### config.mk
export PLATFORM = sky130hd
export DESIGN_NAME = pet_keyboard
export DESIGN_NICKNAME = d
export VERILOG_FILES = /design/src/rtl/kbd_pkg.sv /design/src/rtl/kbd_matrix_ram.sv /design/src/rtl/pet_keyboard.sv
export SDC_FILE = /design/constraint.sdc
export NUM_CORES = 1
export LEC_CHECK = 0
export ABC_AREA = 1
export BUFFER_PORTS_ARGS = -buffer_cell sky130_fd_sc_hd__buf_2
export CAP_MARGIN = 20
export CORE_AREA = 2 2 113 115
export DETAILED_ROUTE_END_ITERATION = 7
export DIE_AREA = 0 0 115 117
export PLACE_DENSITY = 0.52
export SETUP_SLACK_MARGIN = 0.1
export SLEW_MARGIN = 20
export SYNTH_ARGS = -nofsm -noshare
export SYNTH_HDL_FRONTEND = slang
export SYNTH_SLANG_ARGS = --single-unit
### constraint.sdc
create_clock -name clk -period 2.2 [get_ports clk]
set_input_delay 0.33 -clock clk [delete_from_list [all_inputs] [get_ports clk]]
set_output_delay 0.33 -clock clk [all_outputs]
set_load 0.01 [all_outputs]
### src/rtl/kbd_pkg.sv
// rtl/kbd_pkg.sv - shared constants for the emulated PET keyboard matrix
package kbd_pkg;
    localparam logic [15:0] KBD_BASE_ADDR = 16'hE800;
    localparam int          KBD_NUM_ROWS  = 10;
    localparam logic [1:0]  PIA_PORTA     = 2'd0;
    localparam logic [1:0]  PIA_PORTB     = 2'd2;
    localparam logic [7:0]  KBD_NO_KEYS   = 8'hFF;
endpackage

### src/rtl/kbd_matrix_ram.sv
// rtl/kbd_matrix_ram.sv - NUM_ROWS x 8 keyboard row register file, sync write, async read
module kbd_matrix_ram
    import kbd_pkg::*;
#(
    parameter int NUM_ROWS = KBD_NUM_ROWS
) (
    input  logic       clk,
    input  logic       reset,
    input  logic       we,
    input  logic [3:0] waddr,
    input  logic [7:0] wdata,
    input  logic [3:0] raddr,
    output logic [7:0] rdata
);
    logic [7:0] rows [NUM_ROWS];

    always_ff @(posedge clk) begin
        for (int i = 0; i < NUM_ROWS; i++) begin
            if (reset) begin
                rows[i] <= KBD_NO_KEYS;
            end else if (we && ({1'b0, waddr} == 5'(i))) begin
                rows[i] <= wdata;
            end
        end
    end

    // Rows beyond the populated matrix read as "no keys pressed".
    always_comb begin
        rdata = KBD_NO_KEYS;
        for (int i = 0; i < NUM_ROWS; i++) begin
            if ({1'b0, raddr} == 5'(i)) begin
                rdata = rows[i];
            end
        end
    end
endmodule

### src/rtl/pet_keyboard.sv
// rtl/pet_keyboard.sv - PET keyboard matrix behind PIA1; KBD_PORTA_READBACK_EN adds port A readback
module pet_keyboard
    import kbd_pkg::*;
#(
    parameter logic [15:0] BASE_ADDR = KBD_BASE_ADDR,
    parameter int          NUM_ROWS  = KBD_NUM_ROWS
) (
    input  logic        clk,
    input  logic        reset,
    input  logic [15:0] pi_addr,
    input  logic [7:0]  pi_data,
    input  logic        pi_write_strobe,
    input  logic [1:0]  bus_addr,
    input  logic [7:0]  bus_data_in,
    input  logic        bus_rw_b,
    input  logic        io_select,
    input  logic        cpu_write_strobe,
    input  logic        pia1_enabled_in,
    output logic [7:0]  kbd_data_out,
    output logic        kbd_enable
);
    logic [3:0]  row_select;
    logic [15:0] pi_offset;
    logic        pi_hit;
    logic        sel_write;
    logic        pia_read;
    logic [7:0]  row_data;
    logic        unused_data_hi;

    // Offset compare avoids 16-bit wraparound when BASE_ADDR sits near the top of memory.
    assign pi_offset = pi_addr - BASE_ADDR;
    assign pi_hit    = pi_write_strobe && (pi_addr >= BASE_ADDR)
                       && (pi_offset < 16'(NUM_ROWS));

    assign sel_write = cpu_write_strobe && io_select && pia1_enabled_in && !bus_rw_b
                       && (bus_addr == PIA_PORTA);
    assign pia_read  = io_select && pia1_enabled_in && bus_rw_b;

    assign unused_data_hi = ^bus_data_in[7:4];

    always_ff @(posedge clk) begin
        if (reset) begin
            row_select <= 4'd0;
        end else if (sel_write) begin
            row_select <= bus_data_in[3:0];
        end
    end

    kbd_matrix_ram #(
        .NUM_ROWS (NUM_ROWS)
    ) u_matrix (
        .clk   (clk),
        .reset (reset),
        .we    (pi_hit),
        .waddr (pi_offset[3:0]),
        .wdata (pi_data),
        .raddr (row_select),
        .rdata (row_data)
    );

    always_comb begin
        kbd_enable   = pia_read && (bus_addr == PIA_PORTB);
        kbd_data_out = row_data;
`ifdef KBD_PORTA_READBACK_EN
        if (pia_read && (bus_addr == PIA_PORTA)) begin
            kbd_enable   = 1'b1;
            kbd_data_out = {4'h0, row_select};
        end
`endif
    end
endmodule

## Yosys cells after proc, flatten, opt, wreduce, memory -nomap -nowiden

Memory sizes are Yosys's and may differ from the RTL's.
Cells that the tools add are included.

| word-level totals | value |
|---|---|
| bits in registers | 4 |
| bits in writable memories | 80 |
| input bits | 41 |
| output and inout bits | 9 |
| word-level logic and storage cells | 109 |
| memories kept | 1 |

Memories:

| name | words | width | read ports | clocked after Yosys merged registers in | wr ports | line | RTL |
|---|---|---|---|---|---|---|---|
| u_matrix.rows | 10 | 8 | 10 | 0 | 10 | kbd_matrix_ram.sv:15 | `logic [7:0] rows [NUM_ROWS];` |

| operators by class | value |
|---|---|
| add/subtract/negate cells | 1 |
| order comparisons | 2 |
| equal/unequal tests | 19 |
| mux-type cells | 52 |
| bitwise operators | 10 |
| reductions and logical operators | 23 |

Operators with widths:

| kind | number |
|---|---|
| 8-bit two-way mux | 20 |
| 4-bit by 3-bit equality test with 1-bit output, second input constant | 8 |
| 1-bit two-way mux | 32 |
| 1-bit logical AND | 19 |
| 4-bit by 2-bit equality test with 1-bit output, second input constant | 4 |
| 4-bit equality test, second input constant | 4 |
| 16-bit greater-or-equal comparator, second input constant | 1 |
| 16-bit by 4-bit < comparator with 1-bit output, second input constant | 1 |
| 16-bit subtractor, second input constant | 1 |
| 1-bit bitwise OR | 10 |
| 4-bit by 1-bit equality test with 1-bit output, second input constant | 2 |
| 4-bit zero test | 2 |
| 2-bit equality test, second input constant | 1 |
| 2-bit zero test | 1 |
| 1-bit zero test | 1 |

## Longest topological paths before layout

Gate-level depths: netlist (run 1).

| logic depth | value |
|---|---|
| word-level depth | 11 |
| gate-level depth with buffers | 12 |

## By module

A second synthesis (run 1) with hierarchy kept.

| unflattened totals | value |
|---|---|
| cell total of the unflattened synthesis | 440 |
| area total of the unflattened synthesis | 4088.9 um2 |

By module, submodules not included:

| module | times used | cells an instance | area each (um2) |
|---|---|---|---|
| kbd_matrix_ram | 1 | 389 | 3786.1 |
| pet_keyboard | 1 | 51 | 302.8 |

## Worst setup path after synthesis (run 1)

Ideal clock, no wire load.

| timing | value |
|---|---|
| kind | in2reg |
| start point | input port pi_addr[11] |
| end point | memory u_matrix.rows[8][0] (netlist: u_matrix.rows[4][0]) (enable) |
| library setup time | 0.329 ns |
| data arrival time | 1.597 ns |
| data required time | 1.871 ns |
| setup slack | 0.274 ns |
| stages on the path | 8 |
| buffers on the path | 0 |
| path through | inv_1 ha_1 nand4_1 nor3_2 nand2_1 nor3_4 nand2_1 nand2_1 |

RTL lines:

| what | line | RTL |
|---|---|---|
| start, declared | pet_keyboard.sv:10 | `input logic [15:0] pi_addr,` |
| end, declared | kbd_matrix_ram.sv:15 |  |

## Final worst setup path (run 1)

| timing | value |
|---|---|
| start point | register row_select[3] |
| end point | output port kbd_data_out[1] |

| on the way | value |
|---|---|
| cells in the longest elaborated chain, start to end | 11 |
| elaborated cells between the ends (all ways) | 20 |
| those cells by class | eq/ne (9); mux (10); reduce/logical (1) |

RTL lines:

| what | line | RTL |
|---|---|---|
| start, declared | pet_keyboard.sv:22 | `logic [3:0] row_select;` |
| start signal, assigned | pet_keyboard.sv:45 | `row_select <= bus_data_in[3:0];` |
| 4-bit zero test | kbd_matrix_ram.sv:31 | `if ({1'b0, raddr} == 5'(i)) begin` |
| 8-bit two-way mux (9 in series) | kbd_matrix_ram.sv:31 |  |
| 8-bit two-way mux * | kbd_matrix_ram.sv:31 |  |
| end, declared | pet_keyboard.sv:19 | `output logic [7:0] kbd_data_out,` |

Every way passes the cells marked *; elsewhere a longest branch is shown, timed or not.

==> results.toml, run 1 <==
[power]
pwr-share-seq_pct = 48.1
p_int_mw = 3.01
clock_power_share_pct = 44.9
power.share.combinational_pct = 7.1
net-switching-power_mw = 0.820
power_per_cell_area_nw_per_um2 = 733
netSwitchingFraction_pct = 21.4
power_leakage_nw = 2.02
vdd_drop_max_uv = 517

[drt]
finalWirelength_mm = 10.1
postRouteAntennaNets = 0
route.vias.total = 3094
drcViolationCount = 0
post_drt_via_cell_ratio = 4.69
detail_route.wl_per_cell_um = 15.4
dr.pass1.iters = 5
drt-initial-drc-count = 157

[sta]
maxClockFrequency_ghz = 0.468
tightest_slew_ns = 0.534
timing.slew.headroom_pct = 64.2
final_max_slew_viol_count = 0
hold_viol_final = 0
timing.final.crit_share_pct = 97.2
setup-violations-final = 0
post-route-min-period_ns = 2.14
timing.clock.skew_ns = 0
grt_setup_unrepaired = "yes"

[critical_path]
worstSetupPathType = "register to output pin"
cp.arrival_ns = 1.81
required_time_worst_endpoint_ns = 1.87
cp-end-kind = "output pin"
critPathLaunchType = "register"
crit_path_max_fanout = 7

[clock_network]
clock_transition_at_the_register_clock_pins_on_the_worst_setup_and_hold_paths_after_cts_ns = 0.06
tritoncts = "done"
cts_sinks = 84
h-tree-depth = 3
cts_buffers = 9
cts-root-buf = "clkbuf_16"
clock_insertion_delay_worst_skew_ns = 0.33
clk_path_buf_depth = 2

[placement]
detailedPlacementHpwl_mm = 7.27
routabilityCongestion = 0.895
numPortBuffers = 45
placed_cells_incl_taps = 636

[global_route]
number_of_global_route_vias_before_repair = 2957
groute.usage.overall_pct = 16.3
gr-total-overflow = 0
maximum_number_of_pins_on_one_net_before_global_route_repair = 16
antenna_found_initial = 0
global_route_wire_length_before_repair_mm = 16.0

[layout]
drive_gt1_share_pct = 31.6
final_nets = 546
synthToLayoutAreaGrowth_pct = 25.4
finalNonFillerCells = 659
area.sequential_um2 = 2500
fill_cells = 1227
layout_commonest_cell = "nand2_1"
area_of_combinational_cells_with_multiple_inputs_um2 = 1620
antenna-diode-count = 0
final_util_pct = 42.4
layout.cells.most_common_list = "128 x nand2_1, 80 x edfxtp_1, 44 x buf_2, 35 x nor2_1, 34 x inv_1"

[outcome]
result_of_the_run = "finished clean"

[die]
dieHeight_um = 117
boundaryPins = 50
core_um2 = 12300
start_util_pct = 33.8
number_of_standard_cell_rows_in_the_floorplan = 41
fp.dieArea_um2 = 13500
dieWidth_um = 115

[yosys]
ys_seq_elements = 84
post_synth_instance_area_um2 = 4160
post_synthesis_net_count = 482
synth_cell_types = 27
yosys_warnings = 0
sequential_share_of_the_synthesized_area_pct = 59.7
postSynthCellCount = 440
syn-mean-instance-area_um2 = 9.46

[run]
timing.max_cap.violations = 0

[min_path]
min-delay-path-class = "input port to register"
-- repair_timing --
action,in CTS,in global routing
hold buffers,0,0
setup endpoints to repair,8,8
pin swaps,19,21
resized for setup,53,25
cloned,1,0
setup buffers,5,1
-- per-layer routing --
metal | vias to the layer above | part of all wire (%) | track usage [%]
met5 | - | 0 | 0
met4 | 0 | 2.5 | 6.83
met3 | 19 | 3.1 | 2.47
met2 | 61 | 49 | 27.3
met1 | 1429 | 45 | 21.3
li1 | 1585 | - | -
-- logic make-up (layout without fill, tap and decap cells) --
| family | count (synthesis) | in the layout | share of synthesized area (%) |
|---|---|---|---|
| compound gates | 14 | 14 | 1.92 |
| fa+ha+maj | 1 | 1 | 0.301 |
| flops | 84 | 84 | 59.7 |
| buf+inv | 58 | 126 | 5.53 |
| simple gates | 283 | 284 | 32.6 |
-- Yosys cell counts --
library cell,number,area [um2]
buf_2,4,20.0
a21oi_1,2,10.0
nand2_2,9,56.3
nor3_2,2,20.0
inv_2,1,3.75
nor2_4,11,124
clkbuf_1,2,7.51
buf_6,1,11.3
nor2_1,42,158
a211oi_1,4,30.0
or2_2,14,87.6
edfxtp_1,80,2400
clkinv_1,9,33.8
inv_1,41,154
nor4_1,1,6.26
or2_0,5,31.3
nor2_2,4,25.0
nor3_1,1,5.00
nand3b_1,4,30.0
nand4_1,24,150
nand3_1,17,85.1
o21ai_0,8,40.0
nor3_4,1,16.3
nand2_1,147,552
nand3_2,1,10.0
dfxtp_1,4,80.1
ha_1,1,12.5
-- per-stage QoR --
stage	total power, mW	setup TNS (ns)	hold slack (ns)	area (um2)	setup slack [ns]
floorplan	2.00	0	0.506	4160	0.274
global placement	2.12	0	0.556	4600	0.0538
detailed placement	2.13	0	0.558	4600	0.0162
CTS	3.84	0	0.259	5140	0.0202
global route	3.94	-0.0720	0.266	5220	-0.0200
finish	3.83	0	0.266	5220	0.0611
-- power by group through the flow --
stage	logic [mW]	registers [mW]	clock network [mW]
finish	0.271	1.84	1.72
global route	0.300	1.85	1.80
CTS	0.267	1.84	1.73
detailed placement	0.251	1.88	0
global placement	0.249	1.87	0
floorplan	0.129	1.87	0
-- cell type report --
| cell class | count | share of cell area (%) |
|---|---|---|
| sequential | 84 | 47.9 |
| timing repair buffer | 59 | 6.98 |
| clock buffer | 9 | 4.32 |
| tap | 150 | 3.60 |
| inverter | 51 | 3.91 |
| clock inverter | 7 | 2.21 |
| multi-input combinational | 299 | 31.1 |
-- critical path: stages, from the launching register on --
cell     delay [ns]
dfxtp_4        0.36
nor2_4         0.20
buf_6          0.15
nand3_1        0.06
nand3_1        0.10
nand2_2        0.08
nand2_2        0.06
nand2_2        0.06
nand3_2        0.07
nand2_2        0.06
nand2_1        0.06
nand2_1        0.07
buf_2          0.14
-- final timing paths --
check | startpoint | end | slack, ns | cells after the start
worst max-delay path | row_select[3] | kbd_data_out[1] | 0.06 | 12
worst min-delay path | bus_data_in[0] | row_select[0] | 0.27 | 3
worst max register to register | row_select[3] | row_select[3] | 1.43 | 2
worst min register to register | row_select[0] | row_select[0] | 0.54 | 2
-- registers in the layout, indices dropped and copies added (netlist names) --
| name | count |
|---|---|
| row_select | 4 |
| u_matrix.rows | 80 |
No activity file was read; power rests on OpenSTA's default activity.
==> run 2: changes to the inputs <==
--- a/config.mk
+++ b/config.mk
@@ -8,10 +8,11 @@
 export ABC_AREA = 1
 export BUFFER_PORTS_ARGS = -buffer_cell sky130_fd_sc_hd__buf_2
 export CAP_MARGIN = 20
-export CORE_AREA = 2 2 113 115
+export CORE_AREA = 5 5 116 118
+export CTS_CLUSTER_SIZE = 10
 export DETAILED_ROUTE_END_ITERATION = 7
-export DIE_AREA = 0 0 115 117
-export PLACE_DENSITY = 0.52
+export DIE_AREA = 0 0 121 123
+export PLACE_DENSITY_LB_ADDON = 0.05
 export SETUP_SLACK_MARGIN = 0.1
 export SLEW_MARGIN = 20
 export SYNTH_ARGS = -nofsm -noshare
==> results.toml, run 2 (synthesis results as in run 1) <==
[critical_path]
path_common_cell = "nand2_1"
cp.arrival_ns = 1.88
critPathLaunchType = "register"
crit_path_max_fanout = 7
crit_reg_reg_startpoint = "row_select[1]"
r2r_end = "row_select[1]"
cp-end-kind = "output pin"
logic_depth_of_the_worst_register_to_register_path = 3
cells_along_the_critical_path = "nor2_4 > nand2_4 > or2_2 > nand4_1 > nand2_1 > nand3_1 > nand2_1 > buf_2"
worstSetupPathType = "register to output pin"
cpMaxStageDelayCell = "dfxtp_4"
required_time_worst_endpoint_ns = 1.87
ff2ff_setup_slack_ns = 1.31
worst_path_largest_cell_delay_ns = 0.37

[drt]
drcViolationCount = 0
dr.pass1.iters = 4
postRouteAntennaNets = 0
finalWirelength_mm = 11.4
route.vias.total = 3180
post_drt_via_cell_ratio = 4.62
drt-initial-drc-count = 179
detail_route.wl_per_cell_um = 16.5

[clock_network]
clock_insertion_delay_worst_skew_ns = 0.34
tritoncts = "done"
clk_path_buf_depth = 2
h-tree-depth = 3
cts_buffers = 9
cts-root-buf = "clkbuf_16"
cts_sinks = 84
post_cts_hold_buffer_count = 0
clock_transition_at_the_register_clock_pins_on_the_worst_setup_and_hold_paths_after_cts_ns = 0.06

[layout]
layout_top_registers = "u_matrix.rows x80, row_select x4"
layout.cells.most_common_list = "123 x nand2_1, 80 x edfxtp_1, 44 x buf_2, 34 x inv_1, 31 x nor2_1"
layout_commonest_cell = "nand2_1"
largest_register_ffs = 80
synthToLayoutAreaGrowth_pct = 28.9
fill_cells = 1236
antenna-diode-count = 0
finalNonFillerCells = 688
drive_gt1_share_pct = 34.3
final_nets = 554
max_flop_register = "u_matrix.rows"

[min_path]
min-delay-path-class = "input port to register"
worstHoldStart = "bus_data_in[3]"
whs_path_depth = 3
endpoint_of_the_worst_hold_timing_path = "row_select[3]"

[placement]
routabilityCongestion = 0.775
numPortBuffers = 45
detailedPlacementHpwl_mm = 7.97
placed_cells_incl_taps = 661

[sta]
timing.final.crit_share_pct = 100
timing.slew.headroom_pct = 61.6
post-route-min-period_ns = 2.21
grt_setup_unrepaired = "yes"
hold_viol_final = 0
tightest_slew_ns = 0.573
final_max_slew_viol_count = 0
worst_slack_ns = -0.00601
final.setup.tns_ns = -0.00601
timing.clock.skew_ns = 0
setup-violations-final = 1
maxClockFrequency_ghz = 0.453

[die]
fp.dieArea_um2 = 14900
core_um2 = 12400
boundaryPins = 50
dieWidth_um = 121
dieHeight_um = 123
start_util_pct = 33.7
number_of_standard_cell_rows_in_the_floorplan = 41

[power]
pwr-share-seq_pct = 52.6
p_int_mw = 2.67
netSwitchingFraction_pct = 23.6
power_per_cell_area_nw_per_um2 = 652
power.share.combinational_pct = 8.7
net-switching-power_mw = 0.824
clock_power_share_pct = 38.7
power_leakage_nw = 2.04
vdd_drop_max_uv = 307

[outcome]
result_of_the_run = "complete, but fails checks"
failed_checks = "negative setup slack"

[global_route]
maximum_number_of_pins_on_one_net_before_global_route_repair = 20
global_route_wire_length_before_repair_mm = 17.8
gr-total-overflow = 0
groute.usage.overall_pct = 16.3
number_of_global_route_vias_before_repair = 3225
antenna_found_initial = 0

[run]
timing.max_cap.violations = 0
[run 2: worst max-delay path by stage]
stage / startpoint / end / slack [ns] / cells after the start
floorplan: pi_addr[11] / u_matrix.rows[4][0] / 0.27 / 8
global placement: pi_addr[11] / u_matrix.rows[2][9] / 0.05 / 9
detailed placement: pi_addr[11] / u_matrix.rows[2][12] / 0.002 / 9
CTS: row_select[2] / kbd_data_out[1] / -0.009 / 12
global route: row_select[3] / kbd_data_out[6] / -0.1 / 10
finish: row_select[3] / kbd_data_out[6] / -0.006 / 8
[run 2: cell type report]
cell class / count / area, um2 / area share, %
flip-flops and latches: 84 / 2500 / 46.6
repair buffers: 67 / 473 / 8.82
well taps: 172 / 215 / 4.01
clock buffers: 12 / 236 / 4.41
clock inverters: 3 / 15.0 / 0.280
inverters: 51 / 199 / 3.71
multi-input cells: 299 / 1730 / 32.2
[run 2: per-stage QoR]
stage,cell area [um2],total power [mW],utilization (%),setup slack (ns),hold WS (ns)
2_1_floorplan,4160,2.00,-,0.274,0.506
3_3_place_gp,4680,2.14,37.9,0.0505,0.563
3_5_place_dp,4680,2.15,37.9,0.00220,0.573
4_1_cts,5280,3.51,42.7,-0.00931,0.254
5_1_grt,5360,3.62,43.4,-0.0960,0.277
6_report,5360,3.50,43.4,-0.00601,0.266
[run 2: critical path: cells and delay by family (launching register included)]
family,cells,cell delay (ns)
AND/OR/NAND/NOR,7,1.04
flip-flops,1,0.37
buffers and inverters,1,0.13
[run 2: power groups by stage]
stage | Combinational (mW) | Clock [mW] | Sequential [mW]
finish | 0.304 | 1.35 | 1.84
global route | 0.338 | 1.43 | 1.85
CTS | 0.304 | 1.37 | 1.84
floorplan | 0.129 | 0 | 1.87
global placement | 0.271 | 0 | 1.87
detailed placement | 0.273 | 0 | 1.87
[run 2: routing by layer]
metal  vias to the layer above  track usage, %  routed length (um)
met4                         0            7.37                 282
met2                        79            26.1                5310
met1                      1487            21.8                5250
li1                       1597               -                   -
met3                        17            2.56                 510
met5                         -               0                   0
[run 2: repair_timing]
item                                    4_1_cts  5_1_grt
resized for setup                            83       21
endpoints found under the setup margin        8        8
pin swaps                                    28       24
setup buffers                                 9        2
cloned                                        1        0
